$ cat src/rtl/spi_target_pkg.sv
// Shared definitions for the SPI target and its matching master: FSM
// states and the frame-format constants both ends agree on.
package spi_target_pkg;

    // Frame-level FSM states of the target.
    typedef enum logic [1:0] {
        IDLE = 2'd0,
        CMD  = 2'd1,
        DATA = 2'd2,
        DONE = 2'd3
    } state_t;

    // Position of the read/write flag inside the command byte (1 = write).
    localparam int CMD_RW_BIT = 7;

    // Default frame geometry; the SPI master builds frames with the same values.
    localparam int DEFAULT_CMD_WIDTH   = 8;
    localparam int DEFAULT_DATA_WIDTH  = 32;
    localparam int DEFAULT_NUM_WORDS   = 8;
    localparam int DEFAULT_SYNC_STAGES = 2;

endpackage

$ cat src/rtl/spi_target_if.sv
// Pin-level SPI link plus the write side-band port of the SPI target.
// Signal suffixes are written from the target's point of view.
interface spi_target_if
    import spi_target_pkg::*;
#(
    parameter int DATA_WIDTH = DEFAULT_DATA_WIDTH,
    parameter int NUM_WORDS  = DEFAULT_NUM_WORDS
);
    localparam int AW = $clog2(NUM_WORDS);

    logic                  spi_ss_i;
    logic                  spi_sclk_i;
    logic                  spi_mosi_i;
    logic                  spi_miso_o;
    logic                  spi_miso_oe_o;
    logic                  wr_valid_o;
    logic [AW-1:0]         wr_addr_o;
    logic [DATA_WIDTH-1:0] wr_data_o;
    logic                  frame_err_o;

    modport slave (
        input  spi_ss_i, spi_sclk_i, spi_mosi_i,
        output spi_miso_o, spi_miso_oe_o,
        output wr_valid_o, wr_addr_o, wr_data_o, frame_err_o
    );

    modport master (
        output spi_ss_i, spi_sclk_i, spi_mosi_i,
        input  spi_miso_o, spi_miso_oe_o,
        input  wr_valid_o, wr_addr_o, wr_data_o, frame_err_o
    );

endinterface

$ cat src/rtl/spi_sync_edge.sv
// Brings an asynchronous SPI pin into the system clock domain and flags
// its rising and falling edges as registered one-cycle pulses.
module spi_sync_edge #(
    parameter int SYNC_STAGES = 2
) (
    input  logic clk_i,
    input  logic rst_i,
    input  logic d_i,
    output logic rise_o,
    output logic fall_o
);

    logic [SYNC_STAGES-1:0] chain_q;
    logic                   hist_q;
    logic                   rise_q;
    logic                   fall_q;

    // Synchronizer chain, history flop and edge pulses, one cycle after the synced value moves.
    always_ff @(posedge clk_i) begin
        if (rst_i) begin
            chain_q <= '0;
            hist_q  <= 1'b0;
            rise_q  <= 1'b0;
            fall_q  <= 1'b0;
        end else begin
            chain_q <= {chain_q[SYNC_STAGES-2:0], d_i};
            hist_q  <= chain_q[SYNC_STAGES-1];
            rise_q  <= chain_q[SYNC_STAGES-1] & ~hist_q;
            fall_q  <= ~chain_q[SYNC_STAGES-1] & hist_q;
        end
    end

    assign rise_o = rise_q;
    assign fall_o = fall_q;

endmodule

$ cat src/rtl/spi_target.sv
// SPI mode-0 target owning a small register bank. Frames are a command
// byte (write flag + word address) followed by one data word, MSB first.
// Completed writes are echoed on a side-band port; frames cut short by
// slave-select rising are dropped and flagged.
module spi_target
    import spi_target_pkg::*;
#(
    parameter int DATA_WIDTH  = DEFAULT_DATA_WIDTH,
    parameter int NUM_WORDS   = DEFAULT_NUM_WORDS,
    parameter int CMD_WIDTH   = DEFAULT_CMD_WIDTH,
    parameter int SYNC_STAGES = DEFAULT_SYNC_STAGES
) (
    input  logic        clk_i,
    input  logic        rst_i,
    spi_target_if.slave bus
);

    localparam int AW       = $clog2(NUM_WORDS);
    localparam int MAX_BITS = (DATA_WIDTH > CMD_WIDTH) ? DATA_WIDTH : CMD_WIDTH;
    localparam int CNT_W    = $clog2(MAX_BITS);
    localparam logic [CNT_W-1:0] CMD_LAST  = CNT_W'(CMD_WIDTH - 1);
    localparam logic [CNT_W-1:0] DATA_LAST = CNT_W'(DATA_WIDTH - 1);

    logic sclkRise, sclkFall, ssRise, ssFall;
    logic mosiSync;

    state_t                state_q, state_d;
    logic [CNT_W-1:0]      bitCnt_q, bitCnt_d;
    logic [CMD_WIDTH-2:0]  cmdSr_q, cmdSr_d;
    logic [DATA_WIDTH-2:0] rxSr_q, rxSr_d;
    logic [DATA_WIDTH-1:0] txSr_q, txSr_d;
    logic                  rw_q, rw_d;
    logic [AW-1:0]         addr_q, addr_d;
    logic                  miso_q, miso_d;
    logic                  wrValid_q, wrValid_d;
    logic [AW-1:0]         wrAddr_q, wrAddr_d;
    logic [DATA_WIDTH-1:0] wrData_q, wrData_d;
    logic                  frameErr_q, frameErr_d;
    logic                  bankWe;
    logic [DATA_WIDTH-1:0] bank_q [NUM_WORDS];
    logic [SYNC_STAGES:0]  mosiChain_q;
    logic [CMD_WIDTH-1:0]  fullCmd;
    logic [DATA_WIDTH-1:0] fullData;

    spi_sync_edge #(.SYNC_STAGES(SYNC_STAGES)) u_sclk_sync (
        .clk_i  (clk_i),
        .rst_i  (rst_i),
        .d_i    (bus.spi_sclk_i),
        .rise_o (sclkRise),
        .fall_o (sclkFall)
    );

    spi_sync_edge #(.SYNC_STAGES(SYNC_STAGES)) u_ss_sync (
        .clk_i  (clk_i),
        .rst_i  (rst_i),
        .d_i    (bus.spi_ss_i),
        .rise_o (ssRise),
        .fall_o (ssFall)
    );

    // MOSI delayed by synchronizer depth plus history so it lines up with the sclk edge pulses.
    always_ff @(posedge clk_i) begin
        if (rst_i) begin
            mosiChain_q <= '0;
        end else begin
            mosiChain_q <= {mosiChain_q[SYNC_STAGES-1:0], bus.spi_mosi_i};
        end
    end

    assign mosiSync = mosiChain_q[SYNC_STAGES];

    // State register plus all frame datapath registers and the register bank.
    always_ff @(posedge clk_i) begin
        if (rst_i) begin
            state_q    <= IDLE;
            bitCnt_q   <= '0;
            cmdSr_q    <= '0;
            rxSr_q     <= '0;
            txSr_q     <= '0;
            rw_q       <= 1'b0;
            addr_q     <= '0;
            miso_q     <= 1'b0;
            wrValid_q  <= 1'b0;
            wrAddr_q   <= '0;
            wrData_q   <= '0;
            frameErr_q <= 1'b0;
            for (int i = 0; i < NUM_WORDS; i++) begin
                bank_q[i] <= '0;
            end
        end else begin
            state_q    <= state_d;
            bitCnt_q   <= bitCnt_d;
            cmdSr_q    <= cmdSr_d;
            rxSr_q     <= rxSr_d;
            txSr_q     <= txSr_d;
            rw_q       <= rw_d;
            addr_q     <= addr_d;
            miso_q     <= miso_d;
            wrValid_q  <= wrValid_d;
            wrAddr_q   <= wrAddr_d;
            wrData_q   <= wrData_d;
            frameErr_q <= frameErr_d;
            if (bankWe) begin
                bank_q[addr_q] <= wrData_d;
            end
        end
    end

    // Next-state and datapath update; an ss rise always outranks an sclk edge in the same cycle.
    always_comb begin
        state_d    = state_q;
        bitCnt_d   = bitCnt_q;
        cmdSr_d    = cmdSr_q;
        rxSr_d     = rxSr_q;
        txSr_d     = txSr_q;
        rw_d       = rw_q;
        addr_d     = addr_q;
        miso_d     = miso_q;
        wrValid_d  = 1'b0;
        wrAddr_d   = wrAddr_q;
        wrData_d   = wrData_q;
        frameErr_d = 1'b0;
        bankWe     = 1'b0;
        fullCmd    = {cmdSr_q, mosiSync};
        fullData   = {rxSr_q, mosiSync};

        unique case (state_q)
            IDLE: begin
                if (ssRise) begin
                    miso_d = 1'b0;
                end else if (ssFall) begin
                    state_d  = CMD;
                    bitCnt_d = '0;
                    cmdSr_d  = '0;
                    rxSr_d   = '0;
                    miso_d   = 1'b0;
                end
            end
            CMD: begin
                if (ssRise) begin
                    state_d    = IDLE;
                    frameErr_d = 1'b1;
                    miso_d     = 1'b0;
                end else if (sclkRise) begin
                    cmdSr_d = fullCmd[CMD_WIDTH-2:0];
                    if (bitCnt_q == CMD_LAST) begin
                        rw_d     = fullCmd[CMD_RW_BIT];
                        addr_d   = fullCmd[AW-1:0];
                        bitCnt_d = '0;
                        state_d  = DATA;
                        if (!fullCmd[CMD_RW_BIT]) begin
                            txSr_d = bank_q[fullCmd[AW-1:0]];
                        end
                    end else begin
                        bitCnt_d = bitCnt_q + CNT_W'(1);
                    end
                end
            end
            DATA: begin
                if (ssRise) begin
                    state_d    = IDLE;
                    frameErr_d = 1'b1;
                    miso_d     = 1'b0;
                end else begin
                    if (sclkFall && !rw_q) begin
                        miso_d = txSr_q[DATA_WIDTH-1];
                        txSr_d = {txSr_q[DATA_WIDTH-2:0], 1'b0};
                    end
                    if (sclkRise) begin
                        if (rw_q) begin
                            rxSr_d = fullData[DATA_WIDTH-2:0];
                        end
                        if (bitCnt_q == DATA_LAST) begin
                            state_d  = DONE;
                            bitCnt_d = '0;
                            miso_d   = 1'b0;
                            if (rw_q) begin
                                bankWe    = 1'b1;
                                wrValid_d = 1'b1;
                                wrAddr_d  = addr_q;
                                wrData_d  = fullData;
                            end
                        end else begin
                            bitCnt_d = bitCnt_q + CNT_W'(1);
                        end
                    end
                end
            end
            DONE: begin
                miso_d = 1'b0;
                if (ssRise) begin
                    state_d = IDLE;
                end
            end
            default: begin
                state_d = IDLE;
            end
        endcase
    end

    // Pin and side-band outputs; the driver is enabled whenever a frame is in progress.
    always_comb begin
        bus.spi_miso_o    = miso_q;
        bus.spi_miso_oe_o = (state_q != IDLE);
        bus.wr_valid_o    = wrValid_q;
        bus.wr_addr_o     = wrAddr_q;
        bus.wr_data_o     = wrData_q;
        bus.frame_err_o   = frameErr_q;
    end

endmodule
$ cat src/flat_wrapper.sv
// flat-port wrapper written by rule: the top's interface ports become plain ports
module spi_target_flat import spi_target_pkg::*;
#(
    parameter int DATA_WIDTH  = DEFAULT_DATA_WIDTH,
    parameter int NUM_WORDS   = DEFAULT_NUM_WORDS,
    parameter int CMD_WIDTH   = DEFAULT_CMD_WIDTH,
    parameter int SYNC_STAGES = DEFAULT_SYNC_STAGES
)
  (clk_i, rst_i, bus_spi_ss_i, bus_spi_sclk_i, bus_spi_mosi_i, bus_spi_miso_o, bus_spi_miso_oe_o, bus_wr_valid_o, bus_wr_addr_o, bus_wr_data_o, bus_frame_err_o);
  spi_target_if #(.DATA_WIDTH(DATA_WIDTH), .NUM_WORDS(NUM_WORDS)) bus_i ();
  input  logic clk_i;
  input  logic rst_i;
  input wire logic [$bits(bus_i.spi_ss_i)-1:0] bus_spi_ss_i;
  input wire logic [$bits(bus_i.spi_sclk_i)-1:0] bus_spi_sclk_i;
  input wire logic [$bits(bus_i.spi_mosi_i)-1:0] bus_spi_mosi_i;
  output wire logic [$bits(bus_i.spi_miso_o)-1:0] bus_spi_miso_o;
  output wire logic [$bits(bus_i.spi_miso_oe_o)-1:0] bus_spi_miso_oe_o;
  output wire logic [$bits(bus_i.wr_valid_o)-1:0] bus_wr_valid_o;
  output wire logic [$bits(bus_i.wr_addr_o)-1:0] bus_wr_addr_o;
  output wire logic [$bits(bus_i.wr_data_o)-1:0] bus_wr_data_o;
  output wire logic [$bits(bus_i.frame_err_o)-1:0] bus_frame_err_o;
  assign bus_i.spi_ss_i = bus_spi_ss_i;
  assign bus_i.spi_sclk_i = bus_spi_sclk_i;
  assign bus_i.spi_mosi_i = bus_spi_mosi_i;
  assign bus_spi_miso_o = bus_i.spi_miso_o;
  assign bus_spi_miso_oe_o = bus_i.spi_miso_oe_o;
  assign bus_wr_valid_o = bus_i.wr_valid_o;
  assign bus_wr_addr_o = bus_i.wr_addr_o;
  assign bus_wr_data_o = bus_i.wr_data_o;
  assign bus_frame_err_o = bus_i.frame_err_o;
  spi_target #(.DATA_WIDTH(DATA_WIDTH), .NUM_WORDS(NUM_WORDS), .CMD_WIDTH(CMD_WIDTH), .SYNC_STAGES(SYNC_STAGES)) u_core (.clk_i(clk_i), .rst_i(rst_i), .bus(bus_i));
endmodule
$ cat config.mk
export PLATFORM = sky130hd
export DESIGN_NAME = spi_target_flat
export DESIGN_NICKNAME = d
export VERILOG_FILES = /design/src/rtl/spi_target_pkg.sv /design/src/rtl/spi_target_if.sv /design/src/rtl/spi_sync_edge.sv /design/src/rtl/spi_target.sv /design/src/flat_wrapper.sv
export SDC_FILE = /design/constraint.sdc
export NUM_CORES = 1
export LEC_CHECK = 0
export BUFFER_PORTS_ARGS = -buffer_cell sky130_fd_sc_hd__buf_4
export CAP_MARGIN = 20
export CORE_ASPECT_RATIO = 0.6
export CORE_UTILIZATION = 60
export CTS_CLUSTER_SIZE = 28
export DETAILED_ROUTE_END_ITERATION = 10
export PLACE_DENSITY = 0.77
export REMOVE_ABC_BUFFERS = 1
export SLEW_MARGIN = 20
export SYNTH_ARGS = -nofsm -noshare
export SYNTH_HDL_FRONTEND = slang
export SYNTH_HIERARCHICAL = 1
export SYNTH_SLANG_ARGS = --single-unit
$ cat constraint.sdc
create_clock -name clk_i -period 6.57 [get_ports clk_i]
set_input_delay 1.314 -clock clk_i [delete_from_list [all_inputs] [get_ports clk_i]]
set_output_delay 1.314 -clock clk_i [all_outputs]
set_load 0.05 [all_outputs]
==> results.sh <==
export IMPL_cp_arrival_ps=4250
export IMPL_cts_buffers=35
export IMPL_p_sw_uw=1140
export IMPL_crit_fanout=75
export IMPL_layout_commonest_cell="nor2_1"
export IMPL_cts_tree="yes"
export IMPL_synth_area_um2=15700
export IMPL_clock_power_share_pct=40.7
export IMPL_ir_worst_vdd_mv=0.185
export IMPL_setup_viol=0
export IMPL_place_inst=1563
export IMPL_ys_async_sr_fraction_pct=0
export IMPL_die_x_um=211
export IMPL_drt_met1_wl_um=16100
export IMPL_synthToLayoutAreaGrowth_pct=11.2
export IMPL_cp_start_kind="flip-flop"
export IMPL_portBuffers=43
export IMPL_cts_sinks=388
export IMPL_fin_crit_sh_pct=61.1
export IMPL_pwr_density_cell_nw_per_um2=293
export IMPL_wl_met2_um=17000
export IMPL_hpwl_um=21700
export IMPL_std_cell_rows=45
export IMPL_rsz0062_at_grt="false"
export IMPL_endpoint_kind="flip-flop"
export IMPL_required_ps=6800
export IMPL_antenna_cells=0
export IMPL_final_layout_size_suffix_gt1_share_pct=15.5
export IMPL_worstSetupPathType="reg -> reg"
export IMPL_hp_class="reg -> reg"
export IMPL_grt_ovfl_total=0
export IMPL_p_leak_uw=0.00572
export IMPL_grt_pass1_vias=10054
export IMPL_die_h_um=127
export IMPL_path_clk_slew_ps=60
export IMPL_min_period_ps=4010
export IMPL_post_cts_buffers=0
export IMPL_synth_edf_count=256
export IMPL_top_layer="met4"
export IMPL_ctsRootBufferMaster="clkbuf_16"
export IMPL_ioPinCount=44
export IMPL_p_comb_share_pct=6.4
export IMPL_cts_resized=0
export IMPL_switching_share_pct=22.3
export IMPL_fill_cells=1793
export IMPL_synth_cell_types=49
export IMPL_hold_viol=0
export IMPL_p_int_uw=3980
export IMPL_dr_first_iter_drc_count=1291
export IMPL_cts_max_level=2
export IMPL_nets=1261
export IMPL_start_util_pct=61.7
export IMPL_worst_pin_slew_ps=1170
export IMPL_clk_path_buf_depth=3
export IMPL_wl_met3_um=4470
export IMPL_yosysSeqAreaShare_pct=65.7
export IMPL_grt_pass1_wl_um=59000
export IMPL_track_usage_pct=29.5
export IMPL_via_count=10340
export IMPL_ys_ff_latch=388
export IMPL_antenna_found_initial=0
export IMPL_dieArea_um2=26900
export IMPL_core_area_um2=25500
export IMPL_firstDrtPassIters=6
export IMPL_status="completed"
export IMPL_synth_cells=1239
export IMPL_grt_max_degree=76
export IMPL_avgSynthCellArea_um2=12.7
export IMPL_slew_headroom_pct=22.0
export IMPL_gp_congestion=0.877
export IMPL_cts_hold_buf=0
export IMPL_wl_per_cell_um=23.6
export IMPL_skew_ps=12.4
export IMPL_totalNegativeSetupSlack_ps=0
export IMPL_worstSkewPairLatency_ps=530
export IMPL_stdcell_count=1626
export IMPL_drv_cap=0
export IMPL_max_freq_mhz=249
export IMPL_routed_wl_um=38400
export IMPL_slew_viol_final=0
export IMPL_viasPerCell=6.36
export IMPL_drc_errors=0
export IMPL_final_cell_mix="nor2_1, edfxtp_1, dfxtp_1, a21oi_1, mux4_2"
export IMPL_synth_main_ff_cell="edfxtp_1"
export IMPL_antenna_left=0
export IMPL_yosys_warnings=6
export IMPL_power_frac_seq_pct=52.9
[final cells by class]
type | instances | area, um^2 | area share, %
flip-flops and latches | 388 | 10300 | 59.1
multi-input cells | 723 | 4930 | 28.2
clock buffers | 52 | 1070 | 6.14
repair buffers | 61 | 458 | 2.62
well taps | 352 | 440 | 2.52
inverters | 39 | 146 | 0.837
clock inverters | 11 | 101 | 0.580
[synth_stat cells (2+ instances only)]
master	instances	area, um^2
nand2_1	46	173
nand2b_1	13	81.3
nand4b_1	2	17.5
a211oi_1	2	15.0
edfxtp_1	256	7690
o2111ai_1	3	26.3
nor2b_1	11	68.8
nand3_1	46	230
nand4_1	5	31.3
buf_2	14	70.1
o21ai_0	3	15.0
a21boi_0	2	15.0
a22o_1	31	272
or3_1	2	12.5
buf_4	4	30.0
mux4_2	64	1440
ha_1	8	100
a21oi_1	76	380
a211o_1	2	17.5
nor3_1	7	35.0
inv_1	39	146
o22ai_1	31	194
a2111o_1	2	22.5
clkbuf_1	61	229
dfxtp_1	132	2640
nor3b_1	4	30.0
mux2i_1	40	400
buf_1	9	33.8
nor2_1	304	1140
[cell families after synthesis]
group	after synthesis	share of synthesized area, %
AOI/OAI and AO/OA	161	6.58
buffers and inverters	128	3.31
and+or+nand+nor	449	12.0
adders and majority gates	8	0.636
muxes	105	11.8
DFF	388	65.7
[metrics by stage]
step                      hold slack (ps)  worst slack (ps)  power (uW)  utilization, %  area [um^2]
after floorplan                       387              -774        2940               -        15400
final                                 412              2560        5120            68.6        17500
after global routing                  434              2370        5260            68.6        17500
after detailed placement              404              2630        3080            64.0        16300
after CTS                             410              2630        5130            68.6        17500
after global placement                394              2720        3060            64.0        16300
[final timing paths]
kind	from	end	slack, ps	cells after the start
max	u_core/state_q[0]$_SDFFE_PP0P_	u_core/bank_q[1][6]$_SDFFCE_PN0P_	2560	8
min	u_core/u_ss_sync/hist_q$_SDFF_PP0_	u_core/u_ss_sync/rise_o$_SDFF_PP0_	410	1
max reg2reg	u_core/state_q[0]$_SDFFE_PP0P_	u_core/bank_q[1][6]$_SDFFCE_PN0P_	2560	8
min reg2reg	u_core/u_ss_sync/hist_q$_SDFF_PP0_	u_core/u_ss_sync/rise_o$_SDFF_PP0_	410	1
[layer usage]
metal / vias up / track usage, %
met5: - / 0
li1: 4495 / -
met2: 626 / 44.3
met3: 66 / 6.93
met4: 0 / 8.40
met1: 5153 / 43.4
[state kept, by name (all words and copies together), names as in the netlist, 2 cells and up]
register / cells
u_core/state_q: 2
u_core/addr_q: 3
u_core/txSr_q: 32
u_core/bus.wr_addr_o: 3
u_core/mosiChain_q: 3
u_core/u_ss_sync/chain_q: 2
u_core/cmdSr_q: 7
u_core/bus.wr_data_o: 32
u_core/bank_q: 256
u_core/bitCnt_q: 5
u_core/rxSr_q: 31
u_core/u_sclk_sync/chain_q: 2
[worst max-delay path, cell delays in order (launching register included)]
cell and delay [ps]:
dfxtp_1 360, inv_1 160, ha_2 190, buf_4 660, nand3_1 300, nor2_4 550
buf_4 540, mux2i_1 810, nor2_1 120
[power by group through the flow]
stage / Combinational (uW) / Sequential, uW / Clock [uW]
2_1_floorplan: 196 / 2750 / 0
6_report: 329 / 2710 / 2080
3_3_place_gp: 309 / 2750 / 0
5_1_grt: 350 / 2710 / 2200
4_1_cts: 318 / 2710 / 2100
3_5_place_dp: 316 / 2760 / 0
Power figures use the tool's default switching activity.
